===== src/rtl/trap_pkg.sv =====
// Shared definitions for the external trap request controller.
//   state_e   : controller state (IDLE / REQ / SERVICE)
//   TRAP_ID_W : width of the trap id presented to the core
//   MAX_SRC   : largest supported number of interrupt sources
//   prio_enc  : index of the lowest set bit (lowest index = highest priority)
package trap_pkg;

    localparam int unsigned TRAP_ID_W = 5;
    localparam int unsigned MAX_SRC   = 32;

    typedef enum logic [1:0] {
        IDLE    = 2'd0,
        REQ     = 2'd1,
        SERVICE = 2'd2
    } state_e;

    // Scan from the top so the last hit is the lowest set index.
    function automatic logic [TRAP_ID_W-1:0] prio_enc(input logic [MAX_SRC-1:0] vec);
        logic [TRAP_ID_W-1:0] idx;
        idx = '0;
        for (int i = int'(MAX_SRC) - 1; i >= 0; i--) begin
            if (vec[i]) begin
                idx = TRAP_ID_W'(i);
            end
        end
        return idx;
    endfunction

endpackage


===== src/rtl/sync_ff.sv =====
// Multi-flop synchroniser, one chain per bit.
//   clk, rst : clock, synchronous active-high reset
//   d_i      : asynchronous input vector
//   q_o      : synchronised output (DEPTH cycles later)
module sync_ff #(
    parameter int unsigned WIDTH = 1,
    parameter int unsigned DEPTH = 2
) (
    input  logic             clk,
    input  logic             rst,
    input  logic [WIDTH-1:0] d_i,
    output logic [WIDTH-1:0] q_o
);

    logic [WIDTH-1:0] stage_q [DEPTH];

    always_ff @(posedge clk) begin
        if (rst) begin
            for (int i = 0; i < int'(DEPTH); i++) begin
                stage_q[i] <= '0;
            end
        end else begin
            stage_q[0] <= d_i;
            for (int i = 1; i < int'(DEPTH); i++) begin
                stage_q[i] <= stage_q[i-1];
            end
        end
    end

    assign q_o = stage_q[DEPTH-1];

endmodule


===== src/rtl/trap_req_ctrl.sv =====
// External trap request controller: synchronises interrupt sources, keeps
// edge sources sticky-pending, picks the lowest-index enabled source and
// holds a request to the core until ack, then waits for end-of-interrupt.
//   clk, rst          : clock, synchronous active-high reset
//   src_i             : asynchronous interrupt sources
//   en_we_i/en_wdata_i: enable mask write
//   en_o, pend_o      : current enable mask / pending vector
//   ex_trap_o         : trap request to the core
//   trap_id_o         : index of the requesting source
//   trap_ack_i, eoi_i : core took the trap / handler finished
//   busy_o            : not idle
//   ack_to_o          : one-cycle pulse when ack is overdue
module trap_req_ctrl
    import trap_pkg::*;
#(
    parameter int unsigned       NUM_SRC     = 8,
    parameter int unsigned       SYNC_STAGES = 2,
    parameter logic [NUM_SRC-1:0] EDGE_MASK  = '1,
    parameter int unsigned       ACK_TO      = 64
) (
    input  logic                 clk,
    input  logic                 rst,
    input  logic [NUM_SRC-1:0]   src_i,
    input  logic                 en_we_i,
    input  logic [NUM_SRC-1:0]   en_wdata_i,
    output logic [NUM_SRC-1:0]   en_o,
    output logic [NUM_SRC-1:0]   pend_o,
    output logic                 ex_trap_o,
    output logic [TRAP_ID_W-1:0] trap_id_o,
    input  logic                 trap_ack_i,
    input  logic                 eoi_i,
    output logic                 busy_o,
    output logic                 ack_to_o
);

    localparam int unsigned CNT_W = (ACK_TO > 0) ? $clog2(ACK_TO + 1) : 1;

    logic [NUM_SRC-1:0]   src_s;
    logic [NUM_SRC-1:0]   hist_q;
    logic [NUM_SRC-1:0]   pend_q, pend_d;
    logic [NUM_SRC-1:0]   en_q, en_d;
    logic [NUM_SRC-1:0]   eligible;
    logic                 ack_take;

    state_e               state_q, state_d;
    logic                 ex_trap_q, ex_trap_d;
    logic [TRAP_ID_W-1:0] trap_id_q, trap_id_d;
    logic                 busy_q, busy_d;
    logic                 ack_to_q, ack_to_d;
    logic [CNT_W-1:0]     cnt_q, cnt_d;

    sync_ff #(
        .WIDTH (NUM_SRC),
        .DEPTH (SYNC_STAGES)
    ) u_sync (
        .clk (clk),
        .rst (rst),
        .d_i (src_i),
        .q_o (src_s)
    );

    assign eligible = pend_q & en_q;
    assign ack_take = (state_q == REQ) && trap_ack_i;

    // Pending update: edge sources are sticky (set beats ack-clear), level sources follow s.
    always_comb begin
        pend_d = pend_q;
        for (int k = 0; k < int'(NUM_SRC); k++) begin
            if (EDGE_MASK[k]) begin
                pend_d[k] = (src_s[k] && !hist_q[k]) ||
                            (pend_q[k] && !(ack_take && (trap_id_q == TRAP_ID_W'(k))));
            end else begin
                pend_d[k] = src_s[k];
            end
        end
    end

    assign en_d = en_we_i ? en_wdata_i : en_q;

    // Next state and registered outputs.
    always_comb begin
        state_d   = state_q;
        ex_trap_d = ex_trap_q;
        trap_id_d = trap_id_q;
        cnt_d     = '0;
        ack_to_d  = 1'b0;
        case (state_q)
            IDLE: begin
                if (|eligible) begin
                    state_d   = REQ;
                    ex_trap_d = 1'b1;
                    trap_id_d = prio_enc(MAX_SRC'(eligible));
                end
            end
            REQ: begin
                if (trap_ack_i) begin
                    state_d   = SERVICE;
                    ex_trap_d = 1'b0;
                end else if (ACK_TO != 0) begin
                    // Saturates at ACK_TO so the pulse fires only once per request.
                    cnt_d    = (cnt_q == CNT_W'(ACK_TO)) ? cnt_q : cnt_q + CNT_W'(1);
                    ack_to_d = (cnt_q == CNT_W'(ACK_TO - 1));
                end
            end
            SERVICE: begin
                if (eoi_i) begin
                    state_d = IDLE;
                end
            end
            default: begin
                state_d   = IDLE;
                ex_trap_d = 1'b0;
            end
        endcase
        busy_d = (state_d != IDLE);
    end

    always_ff @(posedge clk) begin
        if (rst) begin
            hist_q    <= '0;
            pend_q    <= '0;
            en_q      <= '0;
            state_q   <= IDLE;
            ex_trap_q <= 1'b0;
            trap_id_q <= '0;
            busy_q    <= 1'b0;
            ack_to_q  <= 1'b0;
            cnt_q     <= '0;
        end else begin
            hist_q    <= src_s;
            pend_q    <= pend_d;
            en_q      <= en_d;
            state_q   <= state_d;
            ex_trap_q <= ex_trap_d;
            trap_id_q <= trap_id_d;
            busy_q    <= busy_d;
            ack_to_q  <= ack_to_d;
            cnt_q     <= cnt_d;
        end
    end

    assign en_o      = en_q;
    assign pend_o    = pend_q;
    assign ex_trap_o = ex_trap_q;
    assign trap_id_o = trap_id_q;
    assign busy_o    = busy_q;
    assign ack_to_o  = ack_to_q;

endmodule

===== config.mk =====
export PLATFORM = sky130hd
export DESIGN_NAME = trap_req_ctrl
export DESIGN_NICKNAME = d
export VERILOG_FILES = /design/src/rtl/trap_pkg.sv /design/src/rtl/sync_ff.sv /design/src/rtl/trap_req_ctrl.sv
export SDC_FILE = /design/constraint.sdc
export NUM_CORES = 1
export LEC_CHECK = 0
export CAP_MARGIN = 15
export CORE_MARGIN = 5
export CORE_UTILIZATION = 44
export CTS_CLUSTER_SIZE = 20
export DETAILED_ROUTE_END_ITERATION = 10
export MAX_ROUTING_LAYER = met4
export PLACE_DENSITY = 0.74
export SYNTH_ARGS = -nofsm -noshare
export SYNTH_HDL_FRONTEND = slang
export SYNTH_SLANG_ARGS = --single-unit

===== constraint.sdc =====
create_clock -name clk -period 1.15 [get_ports clk]
set_input_delay 0.23 -clock clk [delete_from_list [all_inputs] [get_ports clk]]
set_output_delay 0.23 -clock clk [all_outputs]
set_load 0.02 [all_outputs]

# --- After elaboration in Yosys (flattened, before gate mapping) ---
# Memories as Yosys holds them, arrays and structs flattened.
# Index checks and enable logic that the tools add are counted.
# Widths: inputs -> output; s select.
totals:
  ff_bits: 41
  in_bits: 21
  output_inout_bits: 24
  mem_count: 1
  ramBits: 16
memory_table:
  columns: ["memory", "words", "word_bits", "read_ports", "rd_clocked_by_memory_dff", "wr", "line", "text"]
  rows:
  - ["u_sync.stage_q", 2, 8, 2, 0, 2, "sync_ff.sv:15", "logic [WIDTH-1:0] stage_q [DEPTH];"]
classes:
  n_eq_ne: 13
  addsub: 1
  n_reduce_logical: 56
  mux: 20
  bitwise_logic: 5
op_table:
  columns: ["cell", "count"]
  rows:
  - ["$mux 5", 7]
  - ["$logic_and 1x1->1", 25]
  - ["$eq 5x3->1 const B", 4]
  - ["$logic_not 1->1", 16]
  - ["$mux 8", 2]
  - ["$eq 5x2->1 const B", 2]
  - ["$and 8x8->8", 1]
  - ["$logic_or 1x1->1", 8]
  - ["$reduce_or 8->1", 1]
  - ["$add 7x1->7 const B", 1]
  - ["$eq 7x6->1 const B", 1]
  - ["$eq 7x7->1 const B", 1]
  - ["$mux 2", 3]
  - ["$pmux 2 s3", 1]
  - ["$eq 5x1->1 const B", 1]
  - ["$logic_not 5->1", 1]
  - ["$mux 1", 5]
  - ["$ne 2x2->1 const B", 2]
  - ["$mux 3", 1]
  - ["$pmux 1 s3", 1]
  - ["$reduce_and 3->1", 1]
  - ["$reduce_or 3->1", 1]
  - ["$eq 2x1->1 const B", 1]
  - ["$eq 2x2->1 const B", 1]
  - ["other kinds (5)", 7]

# --- Longest topological paths before layout ---
# Gate-level depths: netlist of the first run.
logic_depth:
  word_depth: 9
  depth_mapped: 5
  depth_no_buf: 5

# --- Hierarchy ---
# Synthesis of the first run repeated with hierarchy kept, for this count alone.
unflattened:
  hier_cells: 206
  hier_area_um2: 2065.7
by_module_without_submodules:
  columns: ["mod", "area_per_inst_um2", "cells_each", "n_inst"]
  rows:
  - ["trap_req_ctrl", 1541.5, 165, 1]
  - ["sync_ff", 524.3, 41, 1]

# --- Worst setup path before layout of the first run ---
# OpenSTA, ideal clock, no wires.
synth_timing:
  path_type: "reg2reg"
  from: "register state_q[1]"
  to: "register cnt_q[2]"
  synth_period_minus_slack_ns: 1.266
  setup_slack_ns: -0.116
  path_buffers: 1
  required_ns: 1.086
  setup_ns: 0.064
  stages_incl_launch_ff: 5
  arrival_time_ns: 1.203
  path_cell_list: "dfxtp_1 or4b_1 buf_2 nand2b_4 nor2_1"
synth_between:
  elab_chain_cells: 3
synth_rtl:
  columns: ["item", "line", "text"]
  rows:
  - ["start, declared", "trap_req_ctrl.sv:45", "state_e state_q, state_d;"]
  - ["start signal, assigned", "trap_req_ctrl.sv:133", "state_q <= state_d;"]
  - ["$eq 2x1->1", "trap_req_ctrl.sv:87", "case (state_q)"]
  - ["$not 1->1 (no line)", null, null]
  - ["$reduce_or 3->1 (no line)", null, null]
  - ["end signal, assigned", "trap_req_ctrl.sv:138", "cnt_q <= cnt_d;"]
  - ["end, declared", "trap_req_ctrl.sv:50", "logic [CNT_W-1:0] cnt_q, cnt_d;"]
# No other way between the ends.
# A chain may end at the register's enable or synchronous reset.

# --- Worst setup path after layout of the first run ---
# Ends and elaborated chain as after synthesis.

==> impl_results.md, run 1 <==
- Root Buffer: clkbuf_8
- Multi-input gate area: 941 sq um
- CP Capture Type: register
- Port-buffer cells: 42
- Crit-path slowest cell: or4b_4
- Ratio of cells with drive above 1 in the final layout: 0.381
- Startpoint Class: register
- Area contributors post-synth: dfxtp_1 (56%), nor2b_1 (7.6%), mux2i_1 (4.6%)
- Hold WC Path Type: in2reg
- Max Cap Viol: 0
- IO Pins: 45
- Cell Area, Placed: 2640 sq um
- CTS tree: built
- Gr usage total: 0.134
- Fin crit share: 1.09
- Final Hold Viols: 0
- Post-synth EDFFs: 0
- Register area share after synthesis: 0.560
- Initial Utilization: 0.451
- Syn. warnings: 0
- Worst vdd ir: ~850 uV
- Count of cell types in the netlist: 33
- CORE AREA: approximately 4400 sq um
- First-pass DRT Iterations: 4
- Register Area: approximately 1100 sq um
- Power Density: 1260 nW/um^2
- Vias after detailed routing: between 1500 and 2000
- CP delay by family, top: simple AND/OR/NAND/NOR gates
- DRC violations left: 0
- CP cell instances: or4b_4 > nand2b_4 > nor2_1
- Synthesized cell area: around 2000 sq um
- Initial DRC Count: 78
- Share of the synthesized area in the top cell type: 0.560
- Area growth syn-to-layout: 42.1%
- Synth Instances: 198
- Max Slew Vio Count: 0
- Final setup vio count: 13
- Die area: 5900 sq um
- Diode count: 0
- Fill cell count: 370
- Total power: between 3 and 4 mW
- Failing checks: negative setup slack
- Die height: 76.8 um
- Final WL: 3990 um
- Nets: 292
- Die extent in x: 76.8 um
- Detailed Place HPWL: roughly 2800 um
- GRT overflow: 0
- Number of global-route vias before repair: 1458
- Avg WL per Cell: about 12 um
- Fin crit period: around 1.3 ns
- Crit path buffers/inverters: 0
- Row count: 24
- Finished Cell Area: approximately 2800 sq um
- Post-detailed-route count of antenna-violating nets: 0
- Antenna violations before repair: 0
- Fmax: 0.798 GHz
- Worst setup margin: -0.103 ns
- Clock Path Buffers: 2
- H-tree depth: 2
- Critical Path RT: around 1.4 ns
- CP arrival: roughly 1.5 ns
- Critical Path Fanout Max: 5
- RD Place Congestion: 0.774
- Post-synth top flop: dfxtp_1
- CTS Buf Count: 5
- Unrepaired setup endpoints after global routing: yes
- Top cells by count, synth: dfxtp_1 (55), nor2b_1 (24), nor2_1 (17), a21oi_1 (14)
- CTS Sinks: 55
- Largest net degree at the start of global routing: 39
- Crit-path max cell delay: 0.56 ns
- Worst skew pair latency: 0.30 ns
- Clock-pin transition on the worst setup and hold timing paths: 0.09 ns
- Clock skew: between 0.009 and 0.01 ns
- Avg Cell Area, Syn: 9.93 sq um
- Leakage: 1.17 nW
- Yosys top cell by area: dfxtp_1
- Synth Register Bits: 55
- First-pass GRT wire length: 6470 um
- Crit Path Category: reg2reg
- Via density per instance: 4.90
- Status: finished, violations left
- Cts-stage hold buffer count: 0
- Most common cell in the netlist: dfxtp_1
- Post-synthesis async set-or-reset flop share: 0
-- layout make-up --
class | instances | share of cell area
sequential | 55 | 0.403
multi-input combinational | 133 | 0.337
timing repair buffer | 72 | 0.203
clock buffer | 6 | 0.0260
tap | 52 | 0.0233
clock inverter | 2 | 0.00448
inverter | 2 | 0.00269
-- worst register-to-register path: cells and delay by family, from the launching register on --
family | cells | cell delay [ns]
AND/OR/NAND/NOR | 3 | 0.83
flip-flops | 1 | 0.36
-- layer usage --
| layer | global-route usage | wire length (um) | vias up |
|---|---|---|---|
| met5 | - | 0 | - |
| li1 | - | - | 808 |
| met1 | 0.163 | 1850 | 725 |
| met3 | 0.0351 | 233 | 5 |
| met4 | 0.0629 | 73 | 0 |
| met2 | 0.206 | 1830 | 40 |
-- sequential cells by signal (all words and copies together), names as in the netlist --
signal / flops
ack_to_o: 1
busy_o: 1
cnt_q: 7
en_o: 8
ex_trap_o: 1
hist_q: 8
pend_o: 8
state_q: 2
trap_id_o: 3
u_sync.stage_q: 16
-- final timing paths --
check	start	endpoint	slack, ns	cells after the start
max	state_q[1]	cnt_q[2]	-0.10	3
max reg2reg	state_q[1]	cnt_q[2]	-0.10	3
min reg2reg	u_sync.stage_q[0][5]	u_sync.stage_q[0][13]	0.43	1
min	rst	state_q[0]	0.39	3
-- placed cells by master (no fill, tap or decap), types with 2 or more instances in the layout --
cell type / netlist / final
xor2_1: 2 / 2
clkbuf_8: 0 / 5
a21oi_1: 14 / 13
o21ai_2: 0 / 3
mux2i_1: 9 / 9
nand2_1: 12 / 12
buf_4: 2 / 24
dfxtp_1: 55 / 37
nor2_1: 17 / 12
dfxtp_2: 0 / 17
nor2b_1: 24 / 24
nand3_2: 0 / 2
inv_1: 2 / 2
dlygate4sd2_1: 0 / 2
buf_2: 1 / 20
nand2b_1: 12 / 12
a32oi_1: 2 / 2
a22oi_2: 0 / 4
o21ai_1: 0 / 3
conb_1: 1 / 2
ha_1: 2 / 2
clkdlybuf4s15_2: 0 / 2
xnor2_1: 4 / 4
clkdlybuf4s50_1: 0 / 18
buf_6: 0 / 6
a211oi_2: 0 / 2
o21ai_0: 9 / 3
nor2_2: 0 / 4
-- stage by stage --
stage	TNS, ns	hold WS (ns)	cells	setup slack, ns	util
finish	-0.901	0.389	322	-0.103	0.641
floorplan	-0.172	0.358	199	-0.0430	-
global route	-1.78	0.414	322	-0.146	0.641
CTS	-0.585	0.357	320	-0.0790	0.625
detailed placement	-17.68	0.426	311	-0.525	0.606
global placement	-16.53	0.419	311	-0.469	0.606
-- kinds of logic (layout without fill, tap and decap cells) --
| group | Yosys count | in the layout | share of synthesized area |
|---|---|---|---|
| flip-flops | 55 | 55 | 0.560 |
| adder cells (fa/ha/maj) | 2 | 2 | 0.0127 |
| buffers and inverters | 11 | 82 | 0.0255 |
| AND/OR/NAND/NOR | 78 | 78 | 0.216 |
| multiplexers | 9 | 9 | 0.0458 |
| AO/OA/AOI/OAI | 36 | 36 | 0.111 |
| other | 1 | 2 | 0.00191 |
| XOR/XNOR | 6 | 6 | 0.0267 |
-- report_power, final --
group	switching, mW	internal, mW	total [mW]	leakage (nW)
logic	0.230	0.241	0.471	0.671
registers	0.0526	1.99	2.04	0.458
clock network	0.567	0.426	0.993	0.0412
total	0.849	2.66	3.51	1.17
-- repair_timing --
| item | CTS | global route |
|---|---|---|
| gates resized for setup | 110 | 26 |
| buffers inserted | 1 | 2 |
| cloned | 0 | 0 |
| endpoints found under the setup margin | 47 | 26 |
| pin swaps | 16 | 14 |
Note: power is estimated with default switching activity, not from simulation.
==> run 2, diff against run 1 <==
Settings changed: ABC_AREA set to 1.
==> run 2 against run 1 <==
Net effect:
- register-to-register slack better by 0.06 ns
- the flow still finishes with violations (negative setup slack)
- sequential share of layout area up 2.0 points
- via count up 4.5%
- total power up 5.8%
- sequential power about the same
- core utilization down 2.3 points
- clock power up 9.8%
- critical path depth up 1
- synthesized area down 0.64%
==> impl_results.md, run 2 <==
- CP arrival: 1.44 ns (-0.06 ns)
- Clock-pin transition on the worst setup and hold timing paths: 0.10 ns (about the same)
- RD Place Congestion: 0.811 (+4.8%)
- Die height: 76.6 um (-0.28%)
- Most frequent cells in the layout: nor2_1 (45), inv_1 (37), dfxtp_1 (37)
- Number of global-route vias before repair: 1499 (+2.8%)
- Status: finished, violations left
- DRC violations left: 0 (unchanged)
- Fin crit share: 1.03 (-0.0553)
- CP startpoint: cnt_q[1]
- Top cells by count, synth: dfxtp_1 (55), nor2_1 (48), inv_1 (39), nand2_1 (31), o21ai_0 (22)
- Crit Path Category: reg2reg
- Instance count on the critical path: 4 (+1)
- CTS Buf Count: 5 (unchanged)
- Register area share after synthesis: 0.564 (+0.00359)
- CTS tree: built
- Share of the synthesized area in the top cell type: 0.564 (+0.00359)
- Crit path buffers/inverters: 0 (unchanged)
- CP cell instances: ha_4 > nand4_1 > or3_4 > a21oi_2
- Reg with most FFs: u_sync.stage_q
- Multi-input gate area: 779 sq um (-17%)
- Worst skew pair latency: 0.31 ns (about the same)
- Global route hottest layer: met2
- Die area: 5870 sq um (-0.56%)
- Crit-path slowest cell: dfxtp_4
- Avg WL per Cell: 11.2 um (-9.6%)
- Unrepaired setup endpoints after global routing: yes
- First-pass DRT Iterations: 4 (unchanged)
- Post-synth EDFFs: 0 (unchanged)
- CORE AREA: 4320 sq um (-0.69%)
- Synth Instances: 243 (+23%)
- Register Area: 1130 sq um (+0.44%)
- Row count: 24 (unchanged)
- Gr usage total: 0.137 (+0.00345)
- Port-buffer cells: 42 (unchanged)
- Crit-path max cell delay: 0.38 ns (-0.18 ns)
- First-pass GRT wire length: 6440 um (-0.32%)
- Initial Utilization: 0.452 (about the same)
- Die extent in x: 76.6 um (-0.28%)
- GRT overflow: 0 (unchanged)
- Fill cell count: 403 (+8.9%)
- Clock skew: 0.00939 ns (-0.000438 ns)
- Worst vdd ir: 1050 uV (+25%)
- Met2 usage: 0.231 (+0.0249)
- Fin cells: 358 (+11%)
- Failing checks: negative setup slack
- Hold WC Path Type: reg2reg
- CP Capture Type: register
- Yosys top cell by area: dfxtp_1
- Hold Path Cell Cnt: 2 (-1)
- Ratio of cells with drive above 1 in the final layout: 0.294 (-0.0874)
- Power Density: 1390 nW/um^2 (+11%)
- Diode count: 0 (unchanged)
- Worst Min Path Start: u_sync.stage_q[0][2]
- Critical Path RT: 1.40 ns (about the same)
- Clock Path Buffers: 2 (unchanged)
- Antenna violations before repair: 0 (unchanged)
- Count of cell types in the netlist: 23 (-30%)
- Max Cap Viol: 0 (unchanged)
- Post-synthesis async set-or-reset flop share: 0 (unchanged)
- Detailed Place HPWL: 2840 um (+0.73%)
- IO Pins: 45 (unchanged)
- Leakage: 1.24 nW (+5.9%)
- GR Util met3: 0.0520 (+0.0169)
- Final setup vio count: 1 (-12)
- Max reg flops: 16 (unchanged)
- Fmax: 0.841 GHz (+5.3%)
- GR Layer Usage met1: 0.147 (-0.0165)
- Avg Cell Area, Syn: 8.04 sq um (-19%)
- CTS Sinks: 55 (unchanged)
- Via density per instance: 4.61 (-6.0%)
- CP delay by family, top: simple AND/OR/NAND/NOR gates
- Initial DRC Count: 80 (+2.6%)
- Area contributors post-synth: dfxtp_1 (56%), nor2_1 (9.2%), inv_1 (7.5%)
- Finished Core Util: 0.618 (-0.0233)
- Startpoint Class: register
- Cells after DPL: 346 (+11%)
- Post-synth top flop: dfxtp_1
- Root Buffer: clkbuf_8
- Post-detailed-route count of antenna-violating nets: 0 (unchanged)
- Fin crit period: 1.19 ns (-0.0636 ns)
- Synth Register Bits: 55 (unchanged)
- Worst R2R Start: cnt_q[1]
- Most common cell in the netlist: dfxtp_1
- Final WL: 4010 um (+0.48%)
- Critical Path Fanout Max: 4 (-1)
- Final Hold Viols: 0 (unchanged)
- Area growth syn-to-layout: 36.8%
- H-tree depth: 2 (unchanged)
- Commonest non-fill, non-tap cell in the layout: nor2_1
- Max Slew Vio Count: 0 (unchanged)
- Register-to-Register Path Depth: 4 (+1)
- Largest net degree at the start of global routing: 29 (-26%)
- Nets: 328 (+12%)
- Synthesized cell area: 1950 sq um (-0.64%)
- Syn. warnings: 0 (unchanged)
- Worst setup margin: -0.0390 ns (+0.0636 ns)
- Vias after detailed routing: 1649 (+4.5%)
==> run 2: cell types whose count changed in the layout (fill, tap and decap cells not counted), sizes merged, moves of 3 or more <==
cell,delta
inv,+39
o21ai,+14
a22oi,-4
nand2,+19
nor2b,-24
buf,-12
nand2b,-13
o22ai,+9
a21oi,-7
nor2,+31
xnor2,-3
nand3,+8
mux2i,-9
==> run 2: worst min-delay path, stage by stage, from the launching register on <==
cell,delay (ns)
dfxtp_1,0.31
inv_1,0.04
nor2_1,0.03
==> run 2: logic make-up after synthesis <==
group	count (synthesis)	synth area share
XOR/XNOR	4	0.0179
flip-flops	55	0.564
buffers and inverters	46	0.0942
AO/OA/AOI/OAI	41	0.115
AND/OR/NAND/NOR	94	0.195
other	1	0.00192
adder cells (fa/ha/maj)	2	0.0128
==> run 2: final timing paths <==
path                           endpoint  slack, ns
setup / recovery               cnt_q[6]      -0.04
hold / removal    u_sync.stage_q[0][10]       0.41
setup reg to reg               cnt_q[6]      -0.04
hold reg to reg   u_sync.stage_q[0][10]       0.41
==> run 2: power by group <==
part / total [mW] / leakage, nW / switching [mW] / internal, mW
Sequential: 2.07 / 0.459 / 0.0637 / 2.01
Clock: 1.09 / 0.0491 / 0.646 / 0.449
Combinational: 0.545 / 0.731 / 0.312 / 0.234
Total: 3.71 / 1.24 / 1.02 / 2.69
==> run 2: area by class of cell <==
class,instances,area share
Timing Repair Buffer,60,0.169
Inverter,40,0.0562
Clock inverter,3,0.00983
Multi-Input combinational cell,143,0.292
Clock buffer,5,0.0257
Tap cell,52,0.0243
Sequential cell,55,0.423
==> run 2: stage by stage <==
stage          instance area [sq um]  worst slack [ns]  setup TNS [ns]  power, mW  hold slack [ns]
6_report                        2670           -0.0390         -0.0390       3.71            0.406
5_1_grt                         2670            -0.103          -0.332       3.90            0.405
4_1_cts                         2580           -0.0159         -0.0159       3.73            0.409
3_5_place_dp                    2540            -0.308          -10.31       2.68            0.394
3_3_place_gp                    2540            -0.255           -9.51       2.67            0.389
2_1_floorplan                   1980            0.0101               0       2.39            0.337
==> run 2: repair_timing <==
action,4_1_cts,5_1_grt
endpoints found under the setup margin,29,20
setup buffers,1,3
hold buffers,0,0
pin swaps,3,10
gates resized for setup,93,29
==> run 2: metal layers <==
layer / wire [um] / vias to the layer above
met4: 40 / 0
met5: 0 / -
met2: 1880 / 30
met3: 225 / 2
li1: - / 884
met1: 1860 / 733
==> run 3, diff against run 2 <==
Settings changed: CORE_UTILIZATION 44 to 46, CTS_BUF_LIST set to sky130_fd_sc_hd__clkbuf_2 sky130_fd_sc_hd__clkbuf_4 sky130_fd_sc_hd__clkbuf_8, PLACE_DENSITY 0.74 to 0.77.
==> run 3 against run 2 <==
Net effect:
- the run now ends clean
- sequential share of layout area shrank 0.24 points
- combinational power grew 4.6%
- count of clock-buffer cells in the layout grew 1
- via count increased by 1.3%
- wire length up 6.2%
- clock power about the same
- sequential cell count is the same
- critical endpoint is now pend_o[0]
- largest cell class unchanged
==> impl_results.md, run 3 (synthesis gave the netlist of run 2 again) <==
- Status: complete, no violations
- Area growth syn-to-layout: 37.6%
- Cts-stage hold buffer count: 0 (unchanged)
- Number of global-route vias before repair: 1680 (+12%)
- Worst vdd ir: 981 uV (-6.9%)
- First-pass DRT Iterations: 4 (unchanged)
- Largest net degree at the start of global routing: 29 (unchanged)
- Fin crit share: 1.00 (-0.0341)
- Crit Path Category: reg2out
- Clock skew: 0.00863 ns (-0.000761 ns)
- Ratio of cells with drive above 1 in the final layout: 0.293 (-0.000958)
- Fin crit period: 1.15 ns (-0.0393 ns)
- IO Pins: 45 (unchanged)
- Critical Path RT: 0.92 ns (-0.48 ns)
- Post-detailed-route count of antenna-violating nets: 0 (unchanged)
- Die height: 75.2 um (-1.9%)
- Unrepaired setup endpoints after global routing: yes
- First-pass GRT wire length: 6910 um (+7.3%)
- CP Capture Type: primary output
- Row count: 23 (-4.2%)
- Fin Hold WS: 0.404 ns (-0.00225 ns)
- Diode count: 0 (unchanged)
- Die area: 5650 sq um (-3.8%)
- Final WL: 4250 um (+6.2%)
- CTS tree: built
- CORE AREA: 4060 sq um (-6.2%)
- CTS Sinks: 55 (unchanged)
- Gr usage total: 0.166 (+0.0289)
- Avg WL per Cell: 11.9 um (+6.5%)
- Nets: 329 (+0.30%)
- Port-buffer cells: 42 (unchanged)
- Fmax: 0.870 GHz (+3.4%)
- Clock Path Buffers: 2 (unchanged)
- Total power: 3.76 mW (+1.3%)
- Detailed Place HPWL: 3000 um (+5.7%)
- DRC violations left: 0 (unchanged)
- Final Hold Viols: 0 (unchanged)
- H-tree depth: 2 (unchanged)
- Worst skew pair latency: 0.31 ns (about the same)
- Root Buffer: clkbuf_8
- Leakage: 1.24 nW (+0.26%)
- Die extent in x: 75.2 um (-1.9%)
- Startpoint Class: register
- Critical Path Fanout Max: 3 (-1)
- CP arrival: 0.92 ns (-0.52 ns)
- Antenna violations before repair: 0 (unchanged)
- Via density per instance: 4.68 (+1.6%)
- Max reg flops: 16 (unchanged)
- Power Density: 1400 nW/um^2 (+0.75%)
- CTS Buf Count: 5 (unchanged)
- Most frequent cells in the layout: nor2_1 (45), inv_1 (36), dfxtp_1 (35)
- Hold WC Path Type: reg2reg
- Max Slew Vio Count: 0 (unchanged)
- Final setup vio count: 0 (-1)
- Initial Utilization: 0.481 (+0.0297)
- Commonest non-fill, non-tap cell in the layout: nor2_1
- GRT overflow: 0 (unchanged)
- Vias after detailed routing: 1670 (+1.3%)
- Initial DRC Count: 116 (+45%)
- Reg with most FFs: u_sync.stage_q
- RD Place Congestion: 0.838 (+3.3%)
- Max Cap Viol: 0 (unchanged)
- Clock-pin transition on the worst setup and hold timing paths: 0.09 ns (about the same)
-- run 3: timing repair --
action | in CTS | in global routing
gates resized for setup | 95 | 36
buffers inserted | 5 | 4
pin swaps | 3 | 6
endpoints found under the setup margin | 31 | 20
endpoints found under the hold margin | 0 | 0
-- run 3: metrics by stage --
| stage | TNS (ns) | utilization | cells | worst slack (ns) | cell area (sq um) |
|---|---|---|---|---|---|
| finish | 0 | 0.662 | 357 | 0.000221 | 2690 |
| global route | -0.476 | 0.662 | 357 | -0.0650 | 2690 |
| CTS | -0.0000501 | 0.636 | 353 | -0.0000501 | 2580 |
| detailed placement | -10.48 | 0.617 | 340 | -0.375 | 2500 |
| global placement | -9.33 | 0.617 | 340 | -0.293 | 2500 |
| floorplan | 0 | - | 244 | 0.0101 | 1980 |
-- run 3: worst paths after layout --
path	from	end	slack [ns]	cells after the start
max	pend_o[0]	pend_o[0]	0.0002	2
min	u_sync.stage_q[0][6]	u_sync.stage_q[0][14]	0.40	2
max reg2reg	cnt_q[1]	cnt_q[6]	0.02	4
min reg2reg	u_sync.stage_q[0][6]	u_sync.stage_q[0][14]	0.40	2
-- run 3: where the power goes --
| group | total [mW] | leakage (nW) | internal, mW | switching, mW |
|---|---|---|---|---|
| clock | 1.12 | 0.0474 | 0.492 | 0.623 |
| combinational | 0.570 | 0.736 | 0.252 | 0.318 |
| sequential | 2.08 | 0.459 | 2.01 | 0.0648 |
| total | 3.76 | 1.24 | 2.76 | 1.01 |
-- run 3: area by class of cell --
type | instances | area [sq um]
fill | 350 | 1370
sequential | 55 | 1130
multi-input combinational | 143 | 753
timing repair buffer | 61 | 492
inverter | 40 | 150
clock buffer | 6 | 82.6
tap | 50 | 62.6
clock inverter | 2 | 16.3
-- run 3: layer usage --
layer | vias to the layer above | share of wire | global-route usage
li1 | 883 | - | -
met1 | 743 | 0.40 | 0.171
met2 | 35 | 0.52 | 0.294
met3 | 9 | 0.060 | 0.0387
met4 | 0 | 0.023 | 0.0854
met5 | - | 0 | -
-- run 3: critical path: stages, from the launching register on --
cell and delay [ns]:
dfxtp_2 0.36, buf_4 0.13, buf_6 0.12
==> edit, RTL diff (flow settings as in run 1) <==
Set the parameter `ACK_TO` to 128 (it was 64).
--- a/src/rtl/trap_req_ctrl.sv
+++ b/src/rtl/trap_req_ctrl.sv
@@ -17,5 +17,5 @@
     parameter int unsigned       SYNC_STAGES = 2,
     parameter logic [NUM_SRC-1:0] EDGE_MASK  = '1,
-    parameter int unsigned       ACK_TO      = 64
+    parameter int unsigned       ACK_TO      = 128
 ) (
     input  logic                 clk,
Function: same outputs for any inputs over 10 cycles, from zero or initial values and one cycle with rst high; that may be too few to reach the edited logic, so the function may still have changed.
==> edit against run 1 <==
- the flow still finishes with violations (negative setup slack)
- global-route usage increased by 1.0 points
- highest routed layer unchanged
- count of clock-buffer cells in the layout decreased by 1
- sequential power increased by 2%
- area after synthesis increased by 3.8%
- die area increased by 3.3%
- cell count increased by 2.2%
- core utilization increased by 1.8 points
- power increased by 8.5%
- design area increased by 4.3%
- sequential cell count increased by 1
- worst setup slack about the same
- wire length increased by 8.9%
==> edit: results (changes against run 1) <==
status: finished with violations
failing checks: negative setup slack
fraction of layout cells with a size suffix above 1: 40.8% (+2.6 points)
top area cells in the synthesized netlist: dfxtp_1, nor2b_1, mux2i_1
adder-cell share of the synthesized area: 1.23% (-0.047 points)
setup ws final: -0.102 ns (+0.000143 ns)
multiplexer area fraction after synthesis: 4.41% (-0.17 points)
met2 usage: 24.0% (+3.4 points)
worst vdd ir: 0.795 mV (-6.0%)
Placed Cells: 316 (+1.6%)
drt initial violations: 95 (+22%)
global-route wire length before repair: 7.01 mm (+8.4%)
Placed Area: 0.00272 mm^2 (+3.0%)
clock skew: 0.00975 ns (-0.0000759 ns)
worst stage delay on the critical path: 0.57 ns
vias post-DR: 1623 (+2.9%)
WL met2: 2.11 mm (+15%)
CP endpoint: cnt_q[5]$_SDFFE_PP0P_
Worst Hold End: ack_to_o$_SDFF_PP0_
overall power: 3.81 mW (+8.5%)
top post-synthesis cells by count: dfxtp_1, nor2b_1, nor2_1, a21oi_1, nand2_1
met1 Usage GRT: 16.0% (-0.33 points)
met3 Track Usage GR: 4.92% (+1.4 points)
Metal-1 WL: 1.93 mm (+4.7%)
GRT Total Usage: 14.4% (+1.0 points)
vias in the first global route: 1632 (+12%)
Placer Congestion: 0.822 (+6.2%)
CTS HTree Levels: 2 (unchanged)
Yosys cell types: 39 (+18%)
fraction of the mapped netlist area in compound gates: 10.7% (-0.41 points)
wire per inst: 13.2 um (+6.6%)
clock group power: 1.26 mW (+27%)
sequential share of the synthesized area: 54.9% (-1.1 points)
Synth Area in XOR/XNOR: 3.00% (+0.33 points)
Met3 Wirelength: 272 um (+17%)
Flop+latch power: 2.08 mW (+2%)
fin nets: 299 (+2.4%)
Final setup viols: 10 (-3)
edit: stage by stage:
stage / setup WS (ns) / util [%] / TNS, ns
floorplan: -0.0893 / - / -0.321
global placement: -0.517 / 61.6 / -16.84
detailed placement: -0.558 / 61.6 / -18.59
CTS: -0.112 / 63.9 / -0.862
global route: -0.147 / 66.0 / -1.32
finish: -0.102 / 66.0 / -0.587
edit: what timing repair did:
| item | in CTS | in global routing |
|---|---|---|
| gates cloned | 0 | 0 |
| setup endpoints to repair | 44 | 28 |
| resized for setup | 109 | 26 |
| buffers inserted | 5 | 1 |
| pin swaps | 12 | 21 |
edit: final cells by class:
class | instances | area (um^2) | share of cell area [%]
inverters | 2 | 7.51 | 0.258
well taps | 52 | 65.1 | 2.23
multi-input cells | 138 | 993 | 34.1
clock buffers | 5 | 68.8 | 2.36
clock inverters | 3 | 42.5 | 1.46
repair buffers | 73 | 584 | 20.1
flip-flops and latches | 56 | 1150 | 39.5
